[config.mk]
export PLATFORM = sky130hd
export DESIGN_NAME = ws2812_refresh_sched
export DESIGN_NICKNAME = d
export VERILOG_FILES = /design/src/rtl/ws2812_refresh_sched.sv
export SDC_FILE = /design/constraint.sdc
export NUM_CORES = 1
export LEC_CHECK = 0
export BUFFER_PORTS_ARGS = -buffer_cell sky130_fd_sc_hd__buf_2
export CAP_MARGIN = 15
export CORE_AREA = 2 2 113 115
export DETAILED_ROUTE_END_ITERATION = 10
export DIE_AREA = 0 0 115 117
export HOLD_SLACK_MARGIN = 0.15
export PLACE_DENSITY_LB_ADDON = 0.05
export SYNTH_ARGS = -nofsm -noshare
export SYNTH_HDL_FRONTEND = slang
export SYNTH_SLANG_ARGS = --single-unit
[constraint.sdc]
create_clock -name clk -period 6.55 [get_ports clk]
set_input_delay 0.3275 -clock clk [delete_from_list [all_inputs] [get_ports clk]]
set_output_delay 0.3275 -clock clk [all_outputs]
set_load 0.05 [all_outputs]
[src/rtl/ws2812_refresh_sched.sv]
// Frame scheduler for a WS2812 chain: paces frames off a refresh timer, streams
// pixels from the displayed RAM bank to the serializer and holds the reset latch.
module ws2812_refresh_sched #(
    parameter int FRAME_PERIOD = 833333,
    parameter int LATCH_CYCLES = 15000,
    parameter int IDX_W        = 12
) (
    input  logic             clk,
    input  logic             rst_n,
    input  logic             enable,
    input  logic [IDX_W-1:0] num_leds,
    input  logic             frame_done,
    output logic             swap_ack,
    output logic             disp_bank,
    output logic             mem_rd_en,
    output logic [IDX_W:0]   mem_rd_addr,
    input  logic [23:0]      mem_rd_data,
    output logic             px_valid,
    input  logic             px_ready,
    output logic [23:0]      px_data,
    output logic             px_last,
    input  logic             tx_busy,
    output logic             busy,
    output logic [7:0]       overrun_cnt
);
    localparam int TW = (FRAME_PERIOD > 1) ? $clog2(FRAME_PERIOD) : 1;
    localparam int LW = (LATCH_CYCLES > 1) ? $clog2(LATCH_CYCLES) : 1;

    typedef enum logic [2:0] {
        IDLE, WAIT_TICK, FETCH, WAIT_RD, PRESENT, DRAIN, LATCH
    } state_t;

    state_t           state;
    logic [TW-1:0]    tcnt;
    logic             tick;
    logic [LW-1:0]    lcnt;
    logic [IDX_W-1:0] idx;
    logic [IDX_W-1:0] n_lat;
    logic             swap_pend;

    assign tick = enable && (tcnt == TW'(FRAME_PERIOD - 1));

    always_ff @(posedge clk or negedge rst_n) begin
        if (!rst_n) begin
            tcnt <= '0;
        end else if (!enable || tick) begin
            tcnt <= '0;
        end else begin
            tcnt <= tcnt + TW'(1);
        end
    end

    always_ff @(posedge clk or negedge rst_n) begin
        if (!rst_n) begin
            state       <= IDLE;
            swap_ack    <= 1'b0;
            disp_bank   <= 1'b0;
            mem_rd_en   <= 1'b0;
            mem_rd_addr <= '0;
            px_valid    <= 1'b0;
            px_data     <= '0;
            px_last     <= 1'b0;
            busy        <= 1'b0;
            overrun_cnt <= '0;
            swap_pend   <= 1'b0;
            lcnt        <= '0;
            idx         <= '0;
            n_lat       <= '0;
        end else begin
            swap_ack  <= 1'b0;
            mem_rd_en <= 1'b0;
            if (frame_done) swap_pend <= 1'b1;
            // busy tracks every state that cannot accept a tick
            if (tick && busy && overrun_cnt != 8'hFF) overrun_cnt <= overrun_cnt + 8'd1;

            case (state)
                IDLE, WAIT_TICK: begin
                    if (tick && num_leds != '0) begin
                        n_lat       <= num_leds;
                        idx         <= '0;
                        mem_rd_en   <= 1'b1;
                        mem_rd_addr <= {disp_bank ^ swap_pend, {IDX_W{1'b0}}};
                        busy        <= 1'b1;
                        state       <= FETCH;
                        if (swap_pend) begin
                            disp_bank <= ~disp_bank;
                            swap_ack  <= 1'b1;
                            // a frame_done landing on the swap edge stays pending
                            swap_pend <= frame_done;
                        end
                    end else if (!enable) begin
                        state <= IDLE;
                    end
                end
                FETCH: state <= WAIT_RD;
                WAIT_RD: begin
                    px_data  <= mem_rd_data;
                    px_last  <= (idx == n_lat - IDX_W'(1));
                    px_valid <= 1'b1;
                    state    <= PRESENT;
                end
                PRESENT: begin
                    if (px_ready) begin
                        px_valid <= 1'b0;
                        if (px_last) begin
                            state <= DRAIN;
                        end else begin
                            idx         <= idx + IDX_W'(1);
                            mem_rd_en   <= 1'b1;
                            mem_rd_addr <= {disp_bank, idx + IDX_W'(1)};
                            state       <= FETCH;
                        end
                    end
                end
                DRAIN: begin
                    if (!tx_busy) begin
                        lcnt  <= '0;
                        state <= LATCH;
                    end
                end
                LATCH: begin
                    if (lcnt == LW'(LATCH_CYCLES - 1)) begin
                        busy  <= 1'b0;
                        state <= enable ? WAIT_TICK : IDLE;
                    end else begin
                        lcnt <= lcnt + LW'(1);
                    end
                end
                default: state <= IDLE;
            endcase
        end
    end
endmodule

==> out/results.tsv, run 1 <==
stage	metric	value	unit
run_status	result of the run	completed	
yosys	portion of the post-synthesis area used by sequential elements	0.510	
yosys	number of nets in the synthesized netlist	512	
yosys	number of warnings reported in the yosys synthesis log	0	
clock_network	Post-CTS Setup Bufs	0	
yosys	post-synthesis cell area	4950	um^2
sta	Least-Margin Pin Slew	0.727	ns
yosys	cell taking the most area after synthesis	dfrtp_1	
worst_setup_path	CP Data Arrival Time	2.89	ns
clock_network	maximum level of the CTS H-tree	3	
cells_and_area	Filler Cell Count	1169	
clock_network	clock slew at reported path FFs	0.07	ns
hold_path	worst hold-check path type	in2reg	
yosys	flip-flop and latch count after synthesis	101	
yosys	number of enable-type register cells in the synthesized netlist	0	
placed_design	GPL Wtd Cong	0.772	
global_route	overall routing resource usage	0.163	
placed_design	post-placement worst setup slack	3.67	ns
placed_design	placement-stage cell area	5570	um^2
cells_and_area	number of inserted diodes	0	
worst_setup_path	Worst Path Class, Setup	reg2reg	
sta	final worst-path setup slack	3.90	ns
floorplanning	Die ar.	13500	um^2
sta	fin. max-slew vios	0	
cells_and_area	Area Overhead vs Synth	19.3	%
sta	final setup violation count	0	
pwr	reported leakage power	0.00271	uW
worst_setup_path	kind of capture point of the worst setup path	flop	
route	drt initial violations	169	
pwr	worst vdd rail ir drop	364	uV
global_route	maximum number of pins on one net before global-route repair	59	
route	post-DR vias/cell	5.10	
floorplanning	top-level port count	93	
cells_and_area	proportion of layout cells with a drive suffix above 1	0.287	
yosys	cell with the most instances after synthesis	dfrtp_1	
sta	post-layout minimum cycle time	2.65	ns
yosys	Cell variety after synth	48	
yosys	Post-Syn Instances	464	
yosys	top post-synthesis cells by area	dfrtp_1, mux2_2, xnor2_1	
cells_and_area	Final nets	607	
placed_design	number of input and output port buffers inserted	92	
yosys	synthesized area divided by synthesized cell count	10.7	um^2
global_route	number of antenna violations at the first check in global routing	0	
cells_and_area	post-route cell area	5910	um^2
yosys	share of Yosys cell area claimed by the top area cell type	0.510	
clock_network	TritonCTS sink count	101	
global_route	global-route congestion overflow total	0	
sta	unrepaired setup endpoints after global routing	false	
global_route	via count of the first global-routing pass	3422	
clock_network	CTS tree	done	
sta	clock skew	0.00662	ns
route	final wirelength	10500	um
floorplanning	initial core utilization	0.402	
route	number of search-and-repair iterations in the first detailed-routing pass	4	
clock_network	Clock Tree Buf Depth	2	
sta	highest clock rate	377	MHz
floorplanning	core area	12300	um^2
yosys	Async S/R FF share, synth	1.00	
clock_network	cts bufs inserted	9	
worst_setup_path	internal reg-to-reg setup slack	3.90	ns
sta	Hold WS	0.171	ns
floorplanning	number of rows created at floorplan	41	
floorplanning	Die Width	115	um
yosys	predominant post-synthesis flop cell	dfrtp_1	
sta	tightest slew margin relative to the limit	0.515	
worst_setup_path	critical path data required time	6.79	ns
route	number of nets still failing antenna checks after routing	0	
global_route	first-pass GRT wire length	17100	um
route	total via count in the routed design	3642	
clock_network	root buffer selected by CTS	clkbuf_16	
worst_setup_path	peak fanout along the critical path	16	
route	detailed-route DRC error count	0	
sta	TNS Setup	0	ns
worst_setup_path	category of the worst setup path launch point	flop	
sta	Tcrit/Tclk final	0.405	
placed_design	placed wire-length estimate	7550	um
floorplanning	die height	117	um
flow_run	count of maximum capacitance violations	0	
yosys	list of most frequent post-synthesis cells	dfrtp_1, nor2_1, xnor2_1	
clock_network	clk_lat worst skew	0.35	ns
pwr	power per cell area	368	nW/um^2
route	wire length per cell	14.7	um
sta	Hold Fails Final Rpt	0	
==> worst max-delay path, stage by stage (launching register included) <==
cell and delay [ns]:
dfrtp_1 0.44, or4b_4 0.57, nor4_4 0.18, nand4_1 0.21, nor3_4 0.54, buf_8 0.24, mux2_2 0.34
==> cell families after synthesis <==
| kind of cell | count (synthesis) | share of synthesized area |
|---|---|---|
| mux | 36 | 0.0819 |
| buf+inv | 29 | 0.0245 |
| fa+ha+maj | 6 | 0.0152 |
| flops | 101 | 0.510 |
| xor+xnor | 64 | 0.115 |
| compound gates | 48 | 0.0659 |
| simple gates | 180 | 0.187 |
==> sequential cells by signal, summed over array words and instances (netlist names), 3 cells and up <==
| register | flops |
|---|---|
| overrun_cnt | 8 |
| state | 3 |
| lcnt | 14 |
| n_lat | 12 |
| tcnt | 20 |
| mem_rd_addr | 13 |
| px_data | 24 |
==> final timing paths <==
check | start | depth (start not counted) | to
worst max-delay path | tcnt[6] | 6 | n_lat[5]
worst min-delay path | frame_done | 2 | swap_pend
worst max register to register | tcnt[6] | 6 | n_lat[5]
worst min register to register | px_data[9] | 1 | px_data[9]
max in group asynchronous | rst_n | 3 | px_data[0]
min in group asynchronous | rst_n | 2 | mem_rd_addr[9]
==> final cells by class <==
type,instances,area [um^2],area share
sequential,101,2530,0.428
clock buffer,9,225,0.0381
timing repair buffer,98,518,0.0877
tap,150,188,0.0318
inverter,15,56.3,0.00953
clock inverter,7,82.6,0.0140
multi-input combinational,334,2310,0.391
==> repair_timing <==
action                    CTS  global route
hold endpoints to repair   43             0
hold buffers                1             0
gates resized for setup     0             0
==> per-layer routing <==
| layer | routed length [um] | GRT usage | part of all wire | vias to the layer above |
|---|---|---|---|---|
| met3 | 425 | 0.0489 | 0.041 | 11 |
| met1 | 4970 | 0.217 | 0.47 | 1745 |
| met5 | 0 | 0 | 0 | - |
| met2 | 4960 | 0.262 | 0.47 | 71 |
| met4 | 130 | 0.0434 | 0.012 | 0 |
| li1 | - | - | - | 1815 |
==> through the flow <==
step / utilization / cells / power (uW)
floorplan: - / 464 / 1450
global placement: 0.453 / 696 / 1630
detailed placement: 0.453 / 696 / 1640
CTS: 0.479 / 713 / 2200
global route: 0.480 / 714 / 2310
finish: 0.480 / 714 / 2180
==> layout by cell type, fill, tap and decap left out, types with 3 or more instances in the layout <==
| cell type | count |
|---|---|
| dfrtp_1 | 101 |
| buf_2 | 91 |
| nor2_1 | 61 |
| xnor2_1 | 41 |
| mux2_2 | 36 |
| nand2_1 | 30 |
| nand3_1 | 25 |
| xor2_1 | 22 |
| nand4_1 | 17 |
| inv_1 | 14 |
| o21ai_0 | 14 |
| and3_1 | 13 |
| clkbuf_16 | 9 |
| a21oi_1 | 7 |
| a211oi_1 | 7 |
| nor4_1 | 6 |
| nor3_1 | 6 |
| ha_1 | 6 |
| buf_4 | 5 |
| nand2b_1 | 4 |
| and4_1 | 4 |
| a31oi_1 | 3 |
| a2111oi_0 | 3 |
==> power by group <==
| part | internal, uW | switching, uW |
|---|---|---|
| Sequential | 766 | 122 |
| Clock | 302 | 249 |
| Combinational | 226 | 510 |
(Power assumes the default switching activity.)
==> run 2, diff against run 1 <==
Settings changed: ABC_AREA from default to 1, CORE_AREA 2 2 113 115 to 2 2 121 123, DIE_AREA 0 0 115 117 to 0 0 123 125.
Clock period 6.55 ns to 2.8 ns, I/O delays scaled along.
==> run 2 against run 1 <==
  * Non-clock buffer count up 36
  * Setup slack worse by 3.1 ns
  * Critical path type unchanged
  * Global-route usage rose by 4.0 points
  * Clock power increased by 150%
  * Combinational power fell by 82%
  * Highest routed layer unchanged
  * Largest power group unchanged
  * Critical endpoint is now lcnt[3]
  * Die area is 14% higher
  * Design area grew 18%
  * Utilization grew 1.3 points
==> out/results.tsv, run 2 <==
stage	metric	value	unit
floorplanning	Die ar.	15400	um^2
clock_network	cts bufs inserted	9	
run_status	result of the run	completed	
pwr	worst vdd rail ir drop	259	uV
clock_network	clk_lat worst skew	0.35	ns
floorplanning	initial core utilization	0.397	
placed_design	GPL Wtd Cong	0.873	
floorplanning	number of rows created at floorplan	44	
worst_setup_path	critical path data required time	3.03	ns
hold_path	worst hold-check path type	in2reg	
yosys	Post-Syn Instances	759	
cells_and_area	max reg flops	24	
clock_network	Post-CTS Setup Bufs	0	
sta	unrepaired setup endpoints after global routing	false	
route	number of nets still failing antenna checks after routing	0	
clock_network	maximum level of the CTS H-tree	3	
sta	clock skew	0.0121	ns
pwr	power per cell area	421	nW/um^2
cells_and_area	Filler Cell Count	1394	
floorplanning	core area	14200	um^2
yosys	number of enable-type register cells in the synthesized netlist	0	
yosys	post-synthesis cell area	5640	um^2
clock_network	clock slew at reported path FFs	0.07	ns
pwr	reported leakage power	0.00341	uW
clock_network	root buffer selected by CTS	clkbuf_16	
placed_design	number of input and output port buffers inserted	92	
yosys	cell with the most instances after synthesis	nand2_1	
yosys	Cell variety after synth	36	
yosys	number of nets in the synthesized netlist	807	
sta	tightest slew margin relative to the limit	0.575	
yosys	predominant post-synthesis flop cell	dfrtp_1	
cells_and_area	proportion of layout cells with a drive suffix above 1	0.145	
sta	Hold Fails Final Rpt	0	
cells_and_area	most common cell after layout, fill and taps aside	nand2_1	
floorplanning	top-level port count	93	
sta	TNS Setup	0	ns
floorplanning	Die Width	123	um
yosys	top post-synthesis cells by area	dfrtp_1, nand2_1, inv_1	
worst_setup_path	kind of capture point of the worst setup path	flop	
route	post-DR vias/cell	4.96	
route	final wirelength	14600	um
yosys	cell taking the most area after synthesis	dfrtp_1	
yosys	share of Yosys cell area claimed by the top area cell type	0.448	
global_route	global-route congestion overflow total	0	
cells_and_area	area used by multi-input combinational logic	2680	um^2
global_route	number of antenna violations at the first check in global routing	0	
cells_and_area	Final nets	940	
cells_and_area	Finished Core Util	0.492	
yosys	Async S/R FF share, synth	1.00	
sta	post-layout minimum cycle time	2.04	ns
clock_network	CTS resizes	0	
pwr	clock group share of total power	0.457	
yosys	synthesized area divided by synthesized cell count	7.43	um^2
sta	Least-Margin Pin Slew	0.637	ns
route	number of search-and-repair iterations in the first detailed-routing pass	5	
sta	final setup violation count	0	
pwr	share of total power consumed by net switching	0.209	
worst_setup_path	category of the worst setup path launch point	flop	
clock_network	Clock Tree Buf Depth	2	
global_route	overall routing resource usage	0.203	
floorplanning	die height	125	um
route	drt initial violations	354	
clock_network	TritonCTS sink count	101	
yosys	flip-flop and latch count after synthesis	101	
flow_run	count of maximum capacitance violations	0	
cells_and_area	highest-count cells in the layout ignoring fill and taps	nand2_1, dfrtp_1, buf_2, inv_1, nor2_1	
sta	highest clock rate	490	MHz
yosys	portion of the post-synthesis area used by sequential elements	0.448	
pwr	internal portion of total power	2330	uW
sta	fin. max-slew vios	0	
worst_setup_path	peak fanout along the critical path	12	
cells_and_area	Most flops, register	px_data	
placed_design	placed wire-length estimate	10500	um
cells_and_area	Area Overhead vs Synth	24.1	%
yosys	number of warnings reported in the yosys synthesis log	0	
clock_network	CTS tree	done	
route	wire length per cell	13.5	um
pwr	Psw	616	uW
pwr	sequential share of power	0.498	
global_route	via count of the first global-routing pass	5366	
cells_and_area	register area	2530	um^2
route	detailed-route DRC error count	0	
worst_setup_path	CP Data Arrival Time	2.27	ns
yosys	list of most frequent post-synthesis cells	nand2_1, dfrtp_1, inv_1	
worst_setup_path	Worst Path Class, Setup	reg2reg	
sta	Hold WS	0.164	ns
sta	Tcrit/Tclk final	0.729	
route	total via count in the routed design	5353	
pwr	portion of total power attributed to combinational logic	0.045	
cells_and_area	number of inserted diodes	0	
global_route	maximum number of pins on one net before global-route repair	54	
global_route	first-pass GRT wire length	25300	um
cells_and_area	largest registers ranked by flip-flop count	px_data: 24 flops, tcnt: 20 flops, lcnt: 14 flops	
run 2: cell count changes after synthesis, moves of 12 or more:
cell / change
mux2_2: -36
and3_1: -13
o21ai_0: +12
nor3_1: +33
xnor2_1: -37
nand2_1: +205
o21ai_1: +15
nand4_1: +12
nor2_1: +16
nand3_1: +35
inv_1: +75
run 2: through the flow:
step / instance area (um^2) / std cells / power [uW] / worst slack, ns
finish: 6990 / 1080 / 2950 / 0.759
global route: 6990 / 1080 / 3070 / 0.451
CTS: 6990 / 1080 / 2990 / 0.738
detailed placement: 6300 / 1027 / 1590 / 0.738
global placement: 6300 / 1027 / 1590 / 0.873
floorplan: 5640 / 759 / 1520 / 0.866
run 2: cell families (layout without fill, tap and decap cells):
| kind of cell | count (synthesis) | after routing | synth area share |
|---|---|---|---|
| simple gates | 455 | 455 | 0.358 |
| buf+inv | 107 | 244 | 0.0766 |
| flops | 101 | 101 | 0.448 |
| fa+ha+maj | 6 | 6 | 0.0133 |
| xor+xnor | 31 | 31 | 0.0482 |
| compound gates | 59 | 59 | 0.0561 |
run 2: cell type report:
class	count	area share
Inverter	95	0.0510
Clock buffer	11	0.0347
Timing Repair Buffer	134	0.127
Clock inverter	4	0.0104
Tap cell	184	0.0329
Multi-Input combinational cell	551	0.383
Sequential cell	101	0.361
run 2: repair_timing:
item,in CTS,in global routing
endpoints found under the hold margin,85,0
endpoints found under the setup margin,0,0
hold buffers,38,0
run 2: worst paths after layout:
check                       startpoint        endpoint  slack (ns)  cells past startpoint
max in group asynchronous        rst_n         lcnt[4]        1.73                      3
min                           px_ready        px_valid        0.16                      4
max reg2reg                    lcnt[0]         lcnt[3]        0.76                     10
max                            lcnt[0]         lcnt[3]        0.76                     10
min reg2reg                px_data[13]     px_data[13]        0.47                      2
min in group asynchronous        rst_n  overrun_cnt[3]        0.35                      2
run 2: power groups by stage:
stage | registers, uW | clock network, uW | logic, uW
final | 1470 | 1350 | 132
after global routing | 1470 | 1460 | 150
after CTS | 1470 | 1390 | 135
after detailed placement | 1490 | 0 | 94.0
after global placement | 1490 | 0 | 93.2
after floorplan | 1490 | 0 | 22.4
run 2: critical path: stages, from the launching register on:
cell     delay (ns)
dfrtp_1        0.43
ha_1           0.30
nand2_1        0.07
nor3_1         0.13
nand3_1        0.17
nand2_2        0.13
nand2_1        0.05
nand2_1        0.30
inv_2          0.17
nand2_1        0.09
o21ai_0        0.08
run 2: routing by layer:
layer,wire length [um],up-vias,GRT usage
met1,6720,2495,0.262
met2,6960,141,0.339
met4,267,0,0.0655
met3,679,20,0.0429
met5,0,-,0
li1,-,2697,-
==> run 3, diff against run 2 <==
Clock period 2.8 ns to 2.1 ns, I/O delays scaled along.
==> run 3 against run 2 <==
  * Clock-buffer cell count is the same
  * Register-to-register slack lost 0.52 ns
  * Sequential power grew 33%
  * Sequential share of layout area shrank 0.57 points
  * Via count grew 0.32%
  * Critical path depth is the same
==> out/results.tsv, run 3 (same netlist as run 2, synthesis figures left out) <==
stage	metric	value	unit
clock_network	clk_lat worst skew	0.35	ns
floorplanning	top-level port count	93	
pwr	sequential share of power	0.477	
run_status	result of the run	completed	
cells_and_area	number of inserted diodes	0	
route	wire length per cell	13.8	um
flow_run	count of maximum capacitance violations	0	
worst_setup_path	internal reg-to-reg setup slack	0.24	ns
worst_setup_path	critical path data required time	2.39	ns
hold_path	worst hold-check path type	in2reg	
sta	fin. max-slew vios	0	
global_route	overall routing resource usage	0.209	
pwr	sum of internal, switching and leakage power	4100	uW
cells_and_area	Filler Cell Count	1430	
floorplanning	number of rows created at floorplan	44	
sta	clock skew	0.00962	ns
sta	final worst-path setup slack	0.236	ns
cells_and_area	largest registers ranked by flip-flop count	px_data: 24 flops, tcnt: 20 flops, lcnt: 14 flops	
global_route	maximum number of pins on one net before global-route repair	52	
pwr	internal portion of total power	3240	uW
clock_network	maximum level of the CTS H-tree	3	
pwr	portion of total power attributed to combinational logic	0.044	
pwr	share of total power consumed by net switching	0.208	
placed_design	placed wire-length estimate	11000	um
cells_and_area	Final nets	950	
route	drt initial violations	336	
hold_path	Hold Crit Start	tx_busy	
cells_and_area	area used by multi-input combinational logic	2680	um^2
sta	post-layout minimum cycle time	1.86	ns
clock_network	CTS tree	done	
cells_and_area	Area Overhead vs Synth	26.1	%
route	number of nets still failing antenna checks after routing	0	
floorplanning	Die ar.	15400	um^2
sta	TNS Setup	0	ns
pwr	Psw	854	uW
route	detailed-route DRC error count	0	
global_route	global-route congestion overflow total	0	
sta	Tcrit/Tclk final	0.888	
worst_setup_path	cells on worst reg2reg path	10	
worst_setup_path	CP Data Arrival Time	2.15	ns
cells_and_area	max reg flops	24	
sta	Least-Margin Pin Slew	0.504	ns
cells_and_area	proportion of layout cells with a drive suffix above 1	0.154	
floorplanning	Die Width	123	um
placed_design	GPL Wtd Cong	0.870	
worst_setup_path	source of the worst register-to-register timing path	tcnt[0]	
pwr	reported leakage power	0.00347	uW
sta	Hold Fails Final Rpt	0	
clock_network	TritonCTS sink count	101	
global_route	via count of the first global-routing pass	5339	
cells_and_area	most common cell after layout, fill and taps aside	nand2_1	
floorplanning	die height	125	um
sta	final setup violation count	0	
floorplanning	core area	14200	um^2
placed_design	post-placement worst setup slack	0.217	ns
worst_setup_path	kind of capture point of the worst setup path	flop	
hold_path	Worst Hold Endpoint	state[2]	
worst_setup_path	category of the worst setup path launch point	flop	
sta	highest clock rate	536	MHz
global_route	first-pass GRT wire length	25700	um
cells_and_area	highest-count cells in the layout ignoring fill and taps	nand2_1, dfrtp_1, buf_2, inv_1, nor2_1	
route	post-DR vias/cell	4.92	
floorplanning	initial core utilization	0.397	
worst_setup_path	delay of the slowest critical-path stage	0.42	ns
clock_network	root buffer selected by CTS	clkbuf_16	
sta	tightest slew margin relative to the limit	0.661	
route	number of search-and-repair iterations in the first detailed-routing pass	7	
worst_setup_path	peak fanout along the critical path	18	
route	final wirelength	15000	um
sta	Hold WS	0.164	ns
worst_setup_path	capture point of the worst reg-to-reg path	mem_rd_addr[1]	
pwr	worst vdd rail ir drop	310	uV
clock_network	clock slew at reported path FFs	0.07	ns
hold_path	cell depth of the worst hold path	5	
worst_setup_path	CP max-delay cell	dfrtp_1	
pwr	power per cell area	576	nW/um^2
cells_and_area	register area	2530	um^2
cells_and_area	Most flops, register	px_data	
global_route	number of antenna violations at the first check in global routing	0	
placed_design	number of input and output port buffers inserted	92	
clock_network	cts bufs inserted	9	
clock_network	CTS resizes	0	
worst_setup_path	cell chain of the critical path	inv_1 > ha_1 > inv_1 > nor3_1 > nand2_1 > nor2_4 > nand4_4 > nand2_8 > nor2_1 > nor2_1	
worst_setup_path	Worst Path Class, Setup	reg2reg	
cells_and_area	Finished Core Util	0.500	
pwr	clock group share of total power	0.478	
route	total via count in the routed design	5370	
clock_network	Clock Tree Buf Depth	2	
==> run 3: cell types whose count changed in the layout (fill, tap and decap cells not counted), sizes merged <==
cell and delta:
dlygate4sd3 +1, buf +9, bufinv +1, clkinvlp -1, clkinv +1
==> run 3: worst max-delay path by stage <==
stage	to	from	slack, ns
6_report	mem_rd_addr[1]	tcnt[0]	0.24
5_1_grt	mem_rd_addr[1]	tcnt[0]	-0.002
4_1_cts	mem_rd_addr[1]	tcnt[0]	0.20
3_5_place_dp	mem_rd_addr[1]	tcnt[0]	0.22
3_3_place_gp	lcnt[3]	lcnt[0]	0.24
2_1_floorplan	overrun_cnt[3]	overrun_cnt[1]	0.17
==> run 3: per-layer routing <==
layer | part of all wire | vias to the layer above | global-route usage
li1 | - | 2721 | -
met1 | 0.45 | 2479 | 0.265
met2 | 0.48 | 149 | 0.355
met3 | 0.046 | 21 | 0.0379
met4 | 0.018 | 0 | 0.0782
met5 | 0 | - | 0
==> run 3: worst max-delay path: cells and delay by family, from the launching register on <==
kind / cells / cell delay (ns)
and+or+nand+nor: 7 / 1.11
adders and majority gates: 1 / 0.14
buffers and inverters: 2 / 0.13
DFF: 1 / 0.42
==> run 3: power by group through the flow <==
stage,clock network (uW),registers (uW),logic [uW]
after floorplan,0,1990,29.8
after global placement,0,1990,129
after detailed placement,0,1990,130
after CTS,2020,1950,185
after global routing,2110,1950,204
final,1960,1960,182
==> run 3: area by class of cell <==
type                       count  share of cell area
clock buffer                  11              0.0342
clock inverter                 5              0.0151
inverter                      95              0.0502
multi-input combinational    551               0.377
sequential                   101               0.356
tap                          184              0.0324
timing repair buffer         144               0.136
==> run 3: stage by stage <==
stage               cells  area (um^2)
finish               1091         7110
global route         1091         7110
CTS                  1089         7090
detailed placement   1034         6350
global placement     1034         6350
floorplan             759         5640
==> run 3: what timing repair did <==
item / CTS / global route
hold buffers: 39 / 0
endpoints found under the hold margin: 119 / 0
setup endpoints to repair: 0 / 2
buffers inserted: 0 / 2
